## src/rtl/binar_pkg.sv

```systemverilog
// Shared mode encodings for the adaptive luma binariser.
package binar_pkg;

    localparam logic [1:0] MODE_FIXED  = 2'd0;
    localparam logic [1:0] MODE_ADAPT  = 2'd1;
    localparam logic [1:0] MODE_WINDOW = 2'd2;
    localparam logic [1:0] MODE_INV    = 2'd3;

endpackage

```

## src/rtl/binar_mean_div.sv

```systemverilog
// Restoring divider producing the frame-mean luma, one quotient bit per cycle.
// A start pulse while busy discards the running division and begins again.
module binar_mean_div #(
    parameter int DATA_W = 8,
    parameter int CNT_W  = 22
) (
    input  logic                      clk,
    input  logic                      rst_n,
    input  logic                      start,
    input  logic [DATA_W+CNT_W-1:0]   dividend,
    input  logic [CNT_W-1:0]          divisor,
    output logic                      busy,
    output logic                      done,
    output logic [DATA_W-1:0]         quotient
);

    localparam int N  = DATA_W + CNT_W;
    localparam int SW = $clog2(N + 1);

    logic [CNT_W-1:0]  rem_r;
    logic [N-1:0]      q_r;
    logic [CNT_W-1:0]  dvs_r;
    logic [SW-1:0]     steps_r;
    logic              busy_r;
    logic              done_r;
    logic [DATA_W-1:0] quot_r;

    logic [CNT_W:0]    rem_sh_s;
    logic [CNT_W:0]    diff_s;
    logic [CNT_W-1:0]  rem_nxt_s;
    logic [N-1:0]      q_nxt_s;
    logic [DATA_W-1:0] quot_nxt_s;

    // One restoring step: shift in the next dividend bit, subtract if it fits, clamp the result.
    always_comb begin
        rem_sh_s   = {rem_r, q_r[N-1]};
        diff_s     = rem_sh_s - {1'b0, dvs_r};
        rem_nxt_s  = rem_sh_s[CNT_W-1:0];
        q_nxt_s    = {q_r[N-2:0], 1'b0};
        quot_nxt_s = q_nxt_s[DATA_W-1:0];
        if (rem_sh_s >= {1'b0, dvs_r}) begin
            rem_nxt_s = diff_s[CNT_W-1:0];
            q_nxt_s   = {q_r[N-2:0], 1'b1};
        end else begin
            rem_nxt_s = rem_sh_s[CNT_W-1:0];
            q_nxt_s   = {q_r[N-2:0], 1'b0};
        end
        if (|q_nxt_s[N-1:DATA_W]) begin
            quot_nxt_s = {DATA_W{1'b1}};
        end else begin
            quot_nxt_s = q_nxt_s[DATA_W-1:0];
        end
    end

    // Divider sequencing: load on start, iterate while busy, pulse done after the last bit.
    always_ff @(posedge clk) begin
        if (!rst_n) begin
            rem_r   <= {CNT_W{1'b0}};
            q_r     <= {N{1'b0}};
            dvs_r   <= {CNT_W{1'b0}};
            steps_r <= {SW{1'b0}};
            busy_r  <= 1'b0;
            done_r  <= 1'b0;
            quot_r  <= {DATA_W{1'b0}};
        end else if (start) begin
            rem_r   <= {CNT_W{1'b0}};
            q_r     <= dividend;
            dvs_r   <= divisor;
            steps_r <= SW'(N);
            busy_r  <= 1'b1;
            done_r  <= 1'b0;
        end else if (busy_r) begin
            rem_r   <= rem_nxt_s;
            q_r     <= q_nxt_s;
            steps_r <= steps_r - SW'(1);
            if (steps_r == SW'(1)) begin
                busy_r <= 1'b0;
                done_r <= 1'b1;
                quot_r <= quot_nxt_s;
            end else begin
                done_r <= 1'b0;
            end
        end else begin
            done_r <= 1'b0;
        end
    end

    assign busy     = busy_r;
    assign done     = done_r;
    assign quotient = quot_r;

endmodule

```

## src/rtl/binarization_adaptive.sv

```systemverilog
// Luma-to-binary stage: fixed, frame-mean adaptive, window and inverted thresholding.
// The adaptive threshold is the mean luma of the previous frame.
module binarization_adaptive
    import binar_pkg::*;
#(
    parameter int DATA_W     = 8,
    parameter int OUT_W      = 24,
    parameter int DEF_THRESH = 159,
    parameter int CNT_W      = 22
) (
    input  logic              clk,
    input  logic              rst_n,
    input  logic              vs_in,
    input  logic              de_in,
    input  logic [DATA_W-1:0] y_in,
    input  logic [1:0]        mode,
    input  logic [DATA_W-1:0] thr_cfg,
    input  logic [DATA_W-1:0] thr_hi_cfg,
    output logic              vs_out,
    output logic              de_out,
    output logic [OUT_W-1:0]  data_bin,
    output logic [DATA_W-1:0] thr_cur,
    output logic              mean_valid
);

    localparam int                SUM_W = DATA_W + CNT_W;
    localparam logic [DATA_W-1:0] DEF_T = DATA_W'(DEF_THRESH);

    logic              vs_d_r, de_d_r;
    logic [1:0]        mode_sh_r;
    logic [DATA_W-1:0] lo_sh_r, hi_sh_r;
    logic [SUM_W-1:0]  sum_r;
    logic [CNT_W-1:0]  cnt_r;
    logic [DATA_W-1:0] adapt_thr_r, adapt_act_r;
    logic              armed_r;
    logic [OUT_W-1:0]  data_bin_r;
    logic [DATA_W-1:0] thr_cur_r;
    logic              mean_valid_r;

    logic              vs_rise_s, de_rise_s, load_act_s, div_start_s;
    logic              div_busy_s, div_done_s;
    logic [DATA_W-1:0] div_q_s;
    logic [DATA_W-1:0] act_nxt_s, lo_nxt_s, thr_cur_nxt_s;
    logic [1:0]        mode_nxt_s;
    logic              pix_s;

    // Edge detection, frame-start divider kick and next-state view of the threshold config.
    always_comb begin
        vs_rise_s   = vs_in & ~vs_d_r;
        de_rise_s   = de_in & ~de_d_r;
        load_act_s  = de_rise_s & (armed_r | vs_rise_s);
        div_start_s = vs_rise_s & (cnt_r != {CNT_W{1'b0}});
        act_nxt_s   = adapt_act_r;
        mode_nxt_s  = mode_sh_r;
        lo_nxt_s    = lo_sh_r;
        if (load_act_s) begin
            act_nxt_s = adapt_thr_r;
        end else begin
            act_nxt_s = adapt_act_r;
        end
        if (vs_rise_s) begin
            mode_nxt_s = mode;
            lo_nxt_s   = thr_cfg;
        end else begin
            mode_nxt_s = mode_sh_r;
            lo_nxt_s   = lo_sh_r;
        end
        if (mode_nxt_s == MODE_ADAPT) begin
            thr_cur_nxt_s = act_nxt_s;
        end else begin
            thr_cur_nxt_s = lo_nxt_s;
        end
    end

    // Pixel decision against the shadowed config; blanking always yields 0.
    always_comb begin
        pix_s = 1'b0;
        if (!de_in) begin
            pix_s = 1'b0;
        end else begin
            case (mode_sh_r)
                MODE_FIXED:  pix_s = (y_in > lo_sh_r);
                MODE_ADAPT:  pix_s = (y_in > act_nxt_s);
                MODE_WINDOW: pix_s = (lo_sh_r < hi_sh_r) && (y_in > lo_sh_r) && (y_in <= hi_sh_r);
                MODE_INV:    pix_s = (y_in <= lo_sh_r);
                default:     pix_s = 1'b0;
            endcase
        end
    end

    // Sync delay line and registered outputs.
    always_ff @(posedge clk) begin
        if (!rst_n) begin
            vs_d_r     <= 1'b0;
            de_d_r     <= 1'b0;
            data_bin_r <= {OUT_W{1'b0}};
            thr_cur_r  <= DEF_T;
        end else begin
            vs_d_r     <= vs_in;
            de_d_r     <= de_in;
            data_bin_r <= {OUT_W{pix_s}};
            thr_cur_r  <= thr_cur_nxt_s;
        end
    end

    // Config shadows update only at frame start so a frame is processed consistently.
    always_ff @(posedge clk) begin
        if (!rst_n) begin
            mode_sh_r <= MODE_FIXED;
            lo_sh_r   <= DEF_T;
            hi_sh_r   <= {DATA_W{1'b0}};
        end else if (vs_rise_s) begin
            mode_sh_r <= mode;
            lo_sh_r   <= thr_cfg;
            hi_sh_r   <= thr_hi_cfg;
        end
    end

    // Per-frame luma sum and pixel count; restart at frame start, hold once the count saturates.
    always_ff @(posedge clk) begin
        if (!rst_n) begin
            sum_r <= {SUM_W{1'b0}};
            cnt_r <= {CNT_W{1'b0}};
        end else if (vs_rise_s) begin
            sum_r <= de_in ? {{CNT_W{1'b0}}, y_in} : {SUM_W{1'b0}};
            cnt_r <= {{(CNT_W-1){1'b0}}, de_in};
        end else if (de_in && !(&cnt_r)) begin
            sum_r <= sum_r + {{CNT_W{1'b0}}, y_in};
            cnt_r <= cnt_r + {{(CNT_W-1){1'b0}}, 1'b1};
        end
    end

    // Capture a completed (not restarted) division as the new adaptive threshold.
    always_ff @(posedge clk) begin
        if (!rst_n) begin
            adapt_thr_r  <= DEF_T;
            mean_valid_r <= 1'b0;
        end else if (div_done_s && !div_busy_s) begin
            adapt_thr_r  <= div_q_s;
            mean_valid_r <= 1'b1;
        end
    end

    // Active threshold is frozen at the first line of each frame to avoid mid-frame tearing.
    always_ff @(posedge clk) begin
        if (!rst_n) begin
            adapt_act_r <= DEF_T;
            armed_r     <= 1'b0;
        end else begin
            adapt_act_r <= act_nxt_s;
            if (load_act_s) begin
                armed_r <= 1'b0;
            end else if (vs_rise_s) begin
                armed_r <= 1'b1;
            end
        end
    end

    binar_mean_div #(
        .DATA_W (DATA_W),
        .CNT_W  (CNT_W)
    ) u_mean_div (
        .clk      (clk),
        .rst_n    (rst_n),
        .start    (div_start_s),
        .dividend (sum_r),
        .divisor  (cnt_r),
        .busy     (div_busy_s),
        .done     (div_done_s),
        .quotient (div_q_s)
    );

    assign vs_out     = vs_d_r;
    assign de_out     = de_d_r;
    assign data_bin   = data_bin_r;
    assign thr_cur    = thr_cur_r;
    assign mean_valid = mean_valid_r;

endmodule

```

## config.mk

```make
export PLATFORM = sky130hd
export DESIGN_NAME = binarization_adaptive
export DESIGN_NICKNAME = d
export VERILOG_FILES = /design/src/rtl/binar_pkg.sv /design/src/rtl/binar_mean_div.sv /design/src/rtl/binarization_adaptive.sv
export SDC_FILE = /design/constraint.sdc
export NUM_CORES = 1
export LEC_CHECK = 0
export CAP_MARGIN = 10
export CORE_ASPECT_RATIO = 1.4
export CORE_UTILIZATION = 35
export DETAILED_ROUTE_END_ITERATION = 7
export SLEW_MARGIN = 20
export SYNTH_ARGS = -nofsm -noshare
export SYNTH_HDL_FRONTEND = slang
export SYNTH_SLANG_ARGS = --single-unit
```

## constraint.sdc

```tcl
create_clock -name clk -period 6.1 [get_ports clk]
set_input_delay 0.915 -clock clk [delete_from_list [all_inputs] [get_ports clk]]
set_output_delay 0.915 -clock clk [all_outputs]
set_load 0.03 [all_outputs]
```

==> impl_metrics.csv <==
group,metric,value,unit
clock_tree,cts_root_buf,"clkbuf_16",
global_route,grt.met1_usage,17.85,%
global_route,busiest_layer,"met2",
setup_path,cp-end-kind,"flip-flop",
synthesis,synthFlopType,"dfxtp_1",
global_route,grtUsageMet3,2.395,%
global_route,grt_pass1_vias,7894,
setup_path,cp_max_fo,10,
routing,ant_nets,0,
global_route,grt_pass1_wl,39.54,mm
synthesis,synthDistinctLibCells,62,
synthesis,synthAdderAreaFrac,8.266,%
clock_tree,ctsResizeCount,0,
setup_path,cp-start-kind,"primary input",
clock_tree,clkTransAtPathRegs,60,ps
synthesis,synth.ff_latch_count,188,
setup_path,crit_family,"compound AO/OA/AOI/OAI gates",
sta,hold_ws,464.3,ps
routing,drc,0,
sta,rsz0062_at_grt,"no",
synthesis,synthSimpleGateAreaFrac,19.49,%
synthesis,synthXorXnorAreaFrac,5.260,%
setup_path,crit_path_start,"y_in[1]",
floorplan,die_y,205.2,um
placed_design,dp_hpwl,17.72,mm
routing,num_vias,8210,
clock_tree,tritoncts,"built",
setup_path,crit-reg2reg-launch,"u_mean_div.dvs_r[1]",
layout,final_common_cell,"dfxtp_1",
synthesis,seq_area_frac_synth,36.46,%
synthesis,netlist_area,10320,um2
job,drv_cap,0,
layout,final_nets,1316,
floorplan,dieArea,30200,um2
global_route,antenna_found_initial,0,
sta,fin_setup_tns,0,ps
placed_design,dp_cells,1580,
clock_tree,postCtsSetupRepairBufs,0,
sta,setup_violations,0,
power,power,3180,uW
routing,first_pass_iters,5,
clock_tree,clkLatencyLatePin,440,ps
hold_path,hold_class,"reg -> reg",
sta,hold_viol,0,
hold_path,hold_start,"hi_sh_r[6]",
floorplan,row_count,74,
setup_path,crit_type,"in -> reg",
placed_design,port_buffers,64,
clock_tree,h-tree-depth,4,
power,vdd_drop_max,0.1994,mV
sta,finalCritPeriodShare,60.61,%
clock_tree,cts.sinks,188,
setup_path,slowest_stage,"a2111oi_4",
clock_tree,ctsHoldBuffers,0,
layout,fin_util,40.20,%
sta,finClkSkew,10.30,ps
setup_path,path_cells,"clkdlybuf4s50_1 > inv_1 > fa_1 > nor2b_1 > o21ai_0 > a21boi_0 > o21ai_0 > a2111oi_4 > nand4_1 > xor2_1 > nor2_1",
setup_path,critPathArrivalTime,4010,ps
outcome,status,"finished clean",
synthesis,synth_top_family_by_area,"simple AND/OR/NAND/NOR gates",
synthesis,synthArstFlopShare,0,%
layout,layout-drive-gt1-share,5.199,%
clock_tree,cts-buffers-inserted,17,
floorplan,start_util,35.51,%
setup_path,path_buf_inv,2,
layout,diodes,0,
global_route,use_met2,31.00,%
routing,via_per_inst,5.096,
global_route,overflow,0,
synthesis,synth_mux_area_share,6.169,%
power,p_per_area,272.1,nW/um2
clock_tree,clock_path_buffers,2,
global_route,grt_use_total,16.42,%
layout,layout_common_cells,"dfxtp_1 (187), nand2_1 (144), nor2_1 (86), a21oi_1 (78), inv_1 (70)",
setup_path,worst_path_largest_cell_delay,710,ps
synthesis,synth_nets,1311,
layout,final_cells,1611,
sta,max_slew_margin,31.18,%
placed_design,finalWeightedCongestion,0.8248,
sta,period_minus_slack,3697,ps
floorplan,die_x,147.2,um
sta,fmax,270.5,MHz
sta,slew_viol_final,0,
routing,initialDrtViolationCount,323,
setup_path,worstPathRequired,6410,ps
setup_path,crit_path_frequent_cell,"o21ai_0",
synthesis,syn_inst,1214,
routing,wire_per_inst,14.97,um
synthesis,synth_edf_count,0,
global_route,grt_max_degree,80,
sta,tightest_slew,1023,ps
synthesis,ys_warn_count,0,
floorplan,core_area,29070,um2
routing,routed_wl,24.11,mm
synthesis,synth_compound_area_share,17.61,%
power,leakage,0.004874,uW
synthesis,syn_avg_cell_area,8.504,um2
layout,area_delta_synth_final,13.20,%
floorplan,ios,65,
[flip-flops by register name, indices dropped and copies added, names as in the netlist, 2 cells and up]
| register | flops |
|---|---|
| cnt_r | 22 |
| thr_cur | 8 |
| mode_sh_r | 2 |
| u_mean_div.dvs_r | 22 |
| adapt_thr_r | 8 |
| u_mean_div.q_r | 30 |
| u_mean_div.rem_r | 22 |
| sum_r | 30 |
| hi_sh_r | 8 |
| u_mean_div.quotient | 8 |
| lo_sh_r | 8 |
| u_mean_div.steps_r | 5 |
| adapt_act_r | 8 |
[routing by layer]
layer | vias up | part of all wire (%)
li1 | 4226 | -
met1 | 3850 | 41
met2 | 107 | 54
met3 | 27 | 2.1
met4 | 0 | 2.4
met5 | - | 0
[synth_stat cells (6+ instances only)]
library cell  instances  share of area (%)
or3_1                 6               0.36
mux2i_1              58                5.6
and3_1               10               0.61
a31oi_1               8               0.48
nand3_1              25                1.2
clkbuf_1             50                1.8
a21boi_0             24                1.7
xnor2_1              34                2.9
o221a_2               7               0.76
a211oi_1             13               0.95
and4_1                9               0.76
nand4_1              26                1.6
buf_2                 7               0.34
nor2_1               86                3.1
dfxtp_1             188                 36
buf_4                23                1.7
xor2_1               28                2.4
ha_1                 65                7.9
nor2b_1              33                2.0
nor4_1                8               0.48
nor3_1               14               0.68
o21a_1                7               0.51
and2_1               10               0.61
nand2_1             144                5.2
o21ai_0              60                2.9
nand2b_1             12               0.73
o211a_1              29                2.8
a21o_1               16                1.2
a21oi_1              78                3.8
inv_1                70                2.5
[tightest hold or removal path, stage by stage (launching register included)]
cell and delay, ps:
dfxtp_1 310, nand2_1 50, a21boi_0 60
[report_power, final]
part | switching, uW | total (uW) | internal, uW | leakage, uW
Combinational | 428 | 730 | 302 | 0.00306
Sequential | 47.1 | 1320 | 1280 | 0.00153
Clock | 472 | 1130 | 655 | 0.000284
[cell families (layout without fill, tap and decap cells)]
logic type,Yosys count,after routing
AO/OA/AOI/OAI,270,270
AND/OR/NAND/NOR,408,408
multiplexers,63,63
adder cells (fa/ha/maj),67,67
flip-flops,188,188
buffers and inverters,156,173
XOR/XNOR,62,62
[worst paths after layout]
check / endpoint / slack, ps / cells past startpoint
setup / recovery: sum_r[26] / 2400 / 11
hold / removal: hi_sh_r[6] / 460 / 2
setup reg to reg: u_mean_div.rem_r[9] / 2530 / 10
hold reg to reg: hi_sh_r[6] / 460 / 2
[metrics by stage]
| stage | setup slack, ps | cell area (um2) |
|---|---|---|
| after CTS | 2326 | 11690 |
| after detailed placement | 1870 | 11090 |
| after floorplan | 2636 | 10320 |
| final | 2403 | 11690 |
| after global placement | 1939 | 11090 |
| after global routing | 2127 | 11690 |
[layout make-up]
cell class	instances	area [um2]
multi-input combinational	870	5893
clock inverter	10	141.4
clock buffer	21	450.4
sequential	188	3765
fill	3010	17390
inverter	70	262.8
timing repair buffer	72	698.2
tap	380	475.5
(Power assumes the default switching activity.)
==> patch 1 (same settings) <==
Make the reset (`rst_n`) asynchronous in 6 clocked blocks.
--- a/src/rtl/binar_mean_div.sv
+++ b/src/rtl/binar_mean_div.sv
@@ -55,3 +55,3 @@
     // Divider sequencing: load on start, iterate while busy, pulse done after the last bit.
-    always_ff @(posedge clk) begin
+    always_ff @(posedge clk or negedge rst_n) begin
         if (!rst_n) begin
--- a/src/rtl/binarization_adaptive.sv
+++ b/src/rtl/binarization_adaptive.sv
@@ -91,3 +91,3 @@
     // Sync delay line and registered outputs.
-    always_ff @(posedge clk) begin
+    always_ff @(posedge clk or negedge rst_n) begin
         if (!rst_n) begin
@@ -106,3 +106,3 @@
     // Config shadows update only at frame start so a frame is processed consistently.
-    always_ff @(posedge clk) begin
+    always_ff @(posedge clk or negedge rst_n) begin
         if (!rst_n) begin
@@ -119,3 +119,3 @@
     // Per-frame luma sum and pixel count; restart at frame start, hold once the count saturates.
-    always_ff @(posedge clk) begin
+    always_ff @(posedge clk or negedge rst_n) begin
         if (!rst_n) begin
@@ -133,3 +133,3 @@
     // Capture a completed (not restarted) division as the new adaptive threshold.
-    always_ff @(posedge clk) begin
+    always_ff @(posedge clk or negedge rst_n) begin
         if (!rst_n) begin
@@ -144,3 +144,3 @@
     // Active threshold is frozen at the first line of each frame to avoid mid-frame tearing.
-    always_ff @(posedge clk) begin
+    always_ff @(posedge clk or negedge rst_n) begin
         if (!rst_n) begin
Check against the original RTL: differs if rst_n is asserted again (counterexample within 4 cycles, from zero or initial values and one cycle with rst_n low); with rst_n held inactive, the same outputs for 4 cycles.
==> patch 1 against the original RTL <==
- sequential cell count unchanged
- final area increased by 5.9%
- wire length increased by 4.0%
- non-clock buffer count increased by 5
- largest cell class unchanged
- critical path depth increased by 1
- synthesized area increased by 5.7%
- setup slack got worse by 0.065 ns
Power is not compared: it rests on default switching activity, and its combinational part moved more than twofold at a synthesized area within 25%.
==> patch 1: results (changes against the original RTL) <==
| Metric | Value |
|---|---|
| Final wirelength | `25.07 mm (+4.0%)` |
| Status | `finished, final reports clean` |
| Ys async rst share | `100.0% (+100 points)` |
| Synth Area in Compound Gates | `15.28% (-2.3 points)` |
| DP Wirelength | `17.78 mm (+0.34%)` |
| Non-clk invs | `69 (-1.4%)` |
| H-tree lvl count | `4 (unchanged)` |
| Data buffer area share | `5.998% (+0.023 points)` |
| Mux cell area share after synthesis | `5.424% (-0.75 points)` |
| Global-route wire length before repair | `41.97 mm (+6.1%)` |
| Post-route insts no fill | `1,594 (-1.1%)` |
| Syn Area/Cell | `9.287 um2 (+9.2%)` |
| Synth top cells by count | `dfrtp_1, nand2_1, o21ai_0` |
| Yosys warns | `0 (unchanged)` |
| Top cells by area, synth | `dfrtp_1, ha_1, dfstp_2, nand2_1, o21ai_0` |
| TAP cells | `390 (+2.6%)` |
| Fraction of area in multi-input gates | `44.78% (-5.7 points)` |
| Sequential area share after synthesis | `43.39% (+6.9 points)` |
| Post-layout nets | `1,288 (-2.1%)` |
| Vias per cell | `5.280 (+3.6%)` |
| Multi-input gates | `838 (-3.7%)` |
| Pin count of the biggest net entering global routing | `75 (-6.3%)` |
| Placed Area | `11,760 um2 (+6.0%)` |
| Non-clock buffer total of the final layout | `77 (+6.9%)` |
| Share of post-route cells with drive strength above 1 | `8.970% (+3.8 points)` |
| Xor/xnor share of the synthesized area | `4.896% (-0.36 points)` |
| Worst Path Max Fanout | `8 (-2)` |
| Clkbuf count | `26 (+24%)` |
| Fill count | `3,023 (+0.43%)` |
| Placer Congestion | `0.8586 (+4.1%)` |
| Vias in the first global route | `8,428 (+6.8%)` |
| Synth Area in Adders | `7.820% (-0.45 points)` |
| Pre-CTS WS | `1.822 ns (-0.04785 ns)` |
| Max Clock Skew | `0.007326 ns (-0.002974 ns)` |
| GRT Total Usage | `16.81% (+0.39 points)` |
| Slew at the pin closest to its max-slew limit | `1.080 ns (+0.05683 ns)` |
| Hold crit path type | `in2async` |
| Clk tree area frac | `4.905% (-0.16 points)` |
==> patch 1: cell count changes after synthesis, moves of 22 or more <==
cell,change
dfxtp_1,-188
a21boi_0,-23
dfrtp_1,+164
a21oi_1,-22
dfstp_2,+24
o211a_1,-27
o21ai_0,+49
==> patch 1: logic make-up (layout without fill, tap and decap cells) <==
group / count (synthesis) / count (layout)
AND/OR/NAND/NOR: 383 / 383
flip-flops: 188 / 188
XOR/XNOR: 61 / 61
buffers and inverters: 149 / 178
multiplexers: 56 / 56
adder cells (fa/ha/maj): 67 / 67
AO/OA/AOI/OAI: 271 / 271
==> patch 1: critical path, stage by stage <==
cell,delay (ns)
clkdlybuf4s50_1,0.45
nor2b_4,0.15
o21ai_1,0.82
mux2i_1,0.33
ha_1,0.28
nor2b_1,0.13
o21a_1,0.16
o21a_1,0.16
o21a_1,0.16
o21ai_0,0.15
a21oi_1,0.09
o31a_1,0.29
==> patch 1: metal layers <==
metal	up-vias	track usage [%]	wire length (um)
li1	4139	-	-
met3	47	3.002	589
met4	0	7.000	690
met1	4109	19.18	10520
met5	-	0	0
met2	121	30.29	13270
==> patch 1: path summary, 6_finish.rpt <==
kind                                             start                         to  slack [ns]  cells past startpoint
worst max-delay path                             vs_in      data_bin[0]$_DFF_PN0_        2.34                     12
worst min-delay path                             rst_n      sum_r[23]$_DFFE_PN0P_        0.46                      1
worst max register to register        vs_out$_DFF_PN0_      data_bin[0]$_DFF_PN0_        2.95                     11
worst min register to register  mean_valid$_DFFE_PN0P_     mean_valid$_DFFE_PN0P_        0.47                      1
max in group asynchronous                        rst_n  u_mean_div.busy$_DFF_PN0_        4.35                      2
min in group clk                mean_valid$_DFFE_PN0P_     mean_valid$_DFFE_PN0P_        0.47                      1
==> patch 2 (same flow settings) <==
Without the edit above. Set the parameter `OUT_W` to 48 (it was 24).
--- a/src/rtl/binarization_adaptive.sv
+++ b/src/rtl/binarization_adaptive.sv
@@ -6,3 +6,3 @@
     parameter int DATA_W     = 8,
-    parameter int OUT_W      = 24,
+    parameter int OUT_W      = 48,
     parameter int DEF_THRESH = 159,
Interface: changed (resized data_bin); port bits go from 65 to 89. No check against the original RTL was run, so the function may have changed too.
==> patch 2 against the original RTL <==
- cell count up 1.4%
- sequential share of layout area down 0.44 points
- final area up 1.5%
- clock power down 9%
- setup slack worse by 0.10 ns
- synthesized area up 1.7%
- sequential cell count unchanged
- die area up 1.7%
- hold slack better by 0.0020 ns
- wire length up 2.1%
- total power down 2.0%
==> patch 2: results (changes against the original RTL) <==
| Metric | Value |
|---|---|
| Status | `finished, final reports clean` |
| Placer Congestion | `0.8501 (+3.1%)` |
| Placed Area | `11,340 um2 (+2.2%)` |
| Met2 usage | `31.47% (+0.47 points)` |
| Hold Path Sink | `hi_sh_r[5]$_SDFFE_PN0P_` |
| Sequential area share after synthesis | `35.83% (-0.63 points)` |
| Seq/total area | `31.77% (-0.44 points)` |
| Reg area | `3769 um2 (about the same)` |
| CP max-delay cell | `a2111oi_4` |
| Share of post-route cells with drive strength above 1 | `5.028% (-0.17 points)` |
| Crit path capture | `sum_r[20]$_SDFFE_PN0P_` |
| Top Registers | `sum_r: 30 flops, u_mean_div.q_r: 30 flops` |
| TritonRoute pass-1 iters | `5 (unchanged)` |
| Final wirelength | `24.61 mm (+2.1%)` |
| Max incr delay on CP | `0.77 ns (+0.06 ns)` |
| Non-clock buffer total of the final layout | `96 (+33%)` |
| GR Util met1 | `18.29% (+0.44 points)` |
| CTS resizes | `0 (unchanged)` |
| Area growth syn-to-layout | `12.92%` |
| Ys async rst share | `0% (unchanged)` |
| Hold path startpoint | `hi_sh_r[5]$_SDFFE_PN0P_` |
| Global-route wire length before repair | `40.34 mm (+2.0%)` |
| DP Wirelength | `17.75 mm (+0.17%)` |
| Worst vdd ir | `0.2091 mV (+4.9%)` |
| Met3 Use GR | `2.264% (-0.13 points)` |
| Clk tree area frac | `4.409% (-0.65 points)` |
| Data buffer area share | `7.911% (+1.9 points)` |
| Vias per cell | `5.045 (-1.0%)` |
| Pin count of the biggest net entering global routing | `72 (-10%)` |
| Top cells by area, synth | `dfxtp_1, ha_1, mux2i_1, nand2_1, a21oi_1` |
| Multi-input gates | `870 (unchanged)` |
| Cell variety after synth | `62 (unchanged)` |
| Footprint of the multi-input gates | `5893 um2 (unchanged)` |
| Worst reg2reg endpoint | `u_mean_div.rem_r[10]$_SDFFE_PP0P_` |
| Post-CTS Setup Bufs | `0 (unchanged)` |
| Flop2flop setup slack | `2.71 ns (+0.18 ns)` |
| Top_reg_cell synth | `dfxtp_1` |
| Synth top cells by count | `dfxtp_1, nand2_1, nor2_1` |
| Post-layout nets | `1,340 (+1.8%)` |
| Crit path from | `y_in[1]` |
| Hold Path Depth | `2 (unchanged)` |
| Pleak | `4.925 nW (+1.0%)` |
| # clock sinks | `188 (unchanged)` |
| Crit path arrival time | `4.08 ns (+0.07 ns)` |
| Port-buffer cells | `88 (+38%)` |
| GRT Total Usage | `16.48% (+0.063 points)` |
| Top delay family on crit path | `compound AO/OA/AOI/OAI gates` |
| Slew headroom | `27.57% (-3.6 points)` |
| Iter 0 DRT Violations | `437 (+35%)` |
| Final Max Slew Viols | `0 (unchanged)` |
| Max Clock Skew | `0.01095 ns (+0.0006541 ns)` |
| Latest clock arrival within the worst-skew pair | `0.43 ns` |
| Worst-path clk slew | `0.07 ns` |
| Fill count | `2,962 (-1.6%)` |
| Cells on worst reg2reg path | `10 (unchanged)` |
| H-tree lvl count | `4 (unchanged)` |
-- patch 2: changes by cell type in the layout (fill, tap and decap cells not counted), moves of 2 or more --
cell	unedited run	this run
clkinv_2	2	4
clkinv_4	2	0
clkdlybuf4s50_1	63	87
bufinv_16	3	1
-- patch 2: worst register-to-register path, cell delays in order (launching register included) --
cell and delay [ns]:
dfxtp_1 0.39, inv_1 0.06, ha_1 0.31, nor2b_1 0.16
o2111ai_1 0.31, and4_1 0.23, o21ai_0 0.27, a311oi_4 0.74
buf_4 0.45, mux2i_1 0.25, a211oi_1 0.10
-- patch 2: cell families after synthesis --
logic type / share of synthesized area (%)
AND/OR/NAND/NOR: 19.15
AO/OA/AOI/OAI: 17.31
flip-flops: 35.83
buffers and inverters: 8.350
adder cells (fa/ha/maj): 8.124
multiplexers: 6.063
XOR/XNOR: 5.170
-- patch 2: metal layers --
metal / share of wire [%] / routed length, um
met4: 2.0 / 490
met5: 0 / 0
met1: 43 / 10580
met3: 2.0 / 504
met2: 53 / 13040
-- patch 2: power by group --
part,switching (mW),total (mW),internal [mW],leakage [nW]
logic,0.449,0.766,0.317,3.15
clock network,0.464,1.03,0.564,0.250
registers,0.0477,1.32,1.28,1.53
total,0.961,3.12,2.16,4.92
-- patch 2: stage by stage --
| step | setup WS (ns) | total power [mW] | hold WS (ns) | utilization (%) | instances |
|---|---|---|---|---|---|
| detailed placement | 1.843 | 2.118 | 0.4579 | 38.62 | 1604 |
| global placement | 1.911 | 2.109 | 0.4534 | 38.62 | 1604 |
| CTS | 2.297 | 3.154 | 0.4704 | 40.40 | 1633 |
| finish | 2.301 | 3.118 | 0.4664 | 40.41 | 1633 |
| floorplan | 2.636 | 1.924 | 0.4352 | - | 1238 |
| global route | 2.045 | 3.287 | 0.4857 | 40.41 | 1633 |
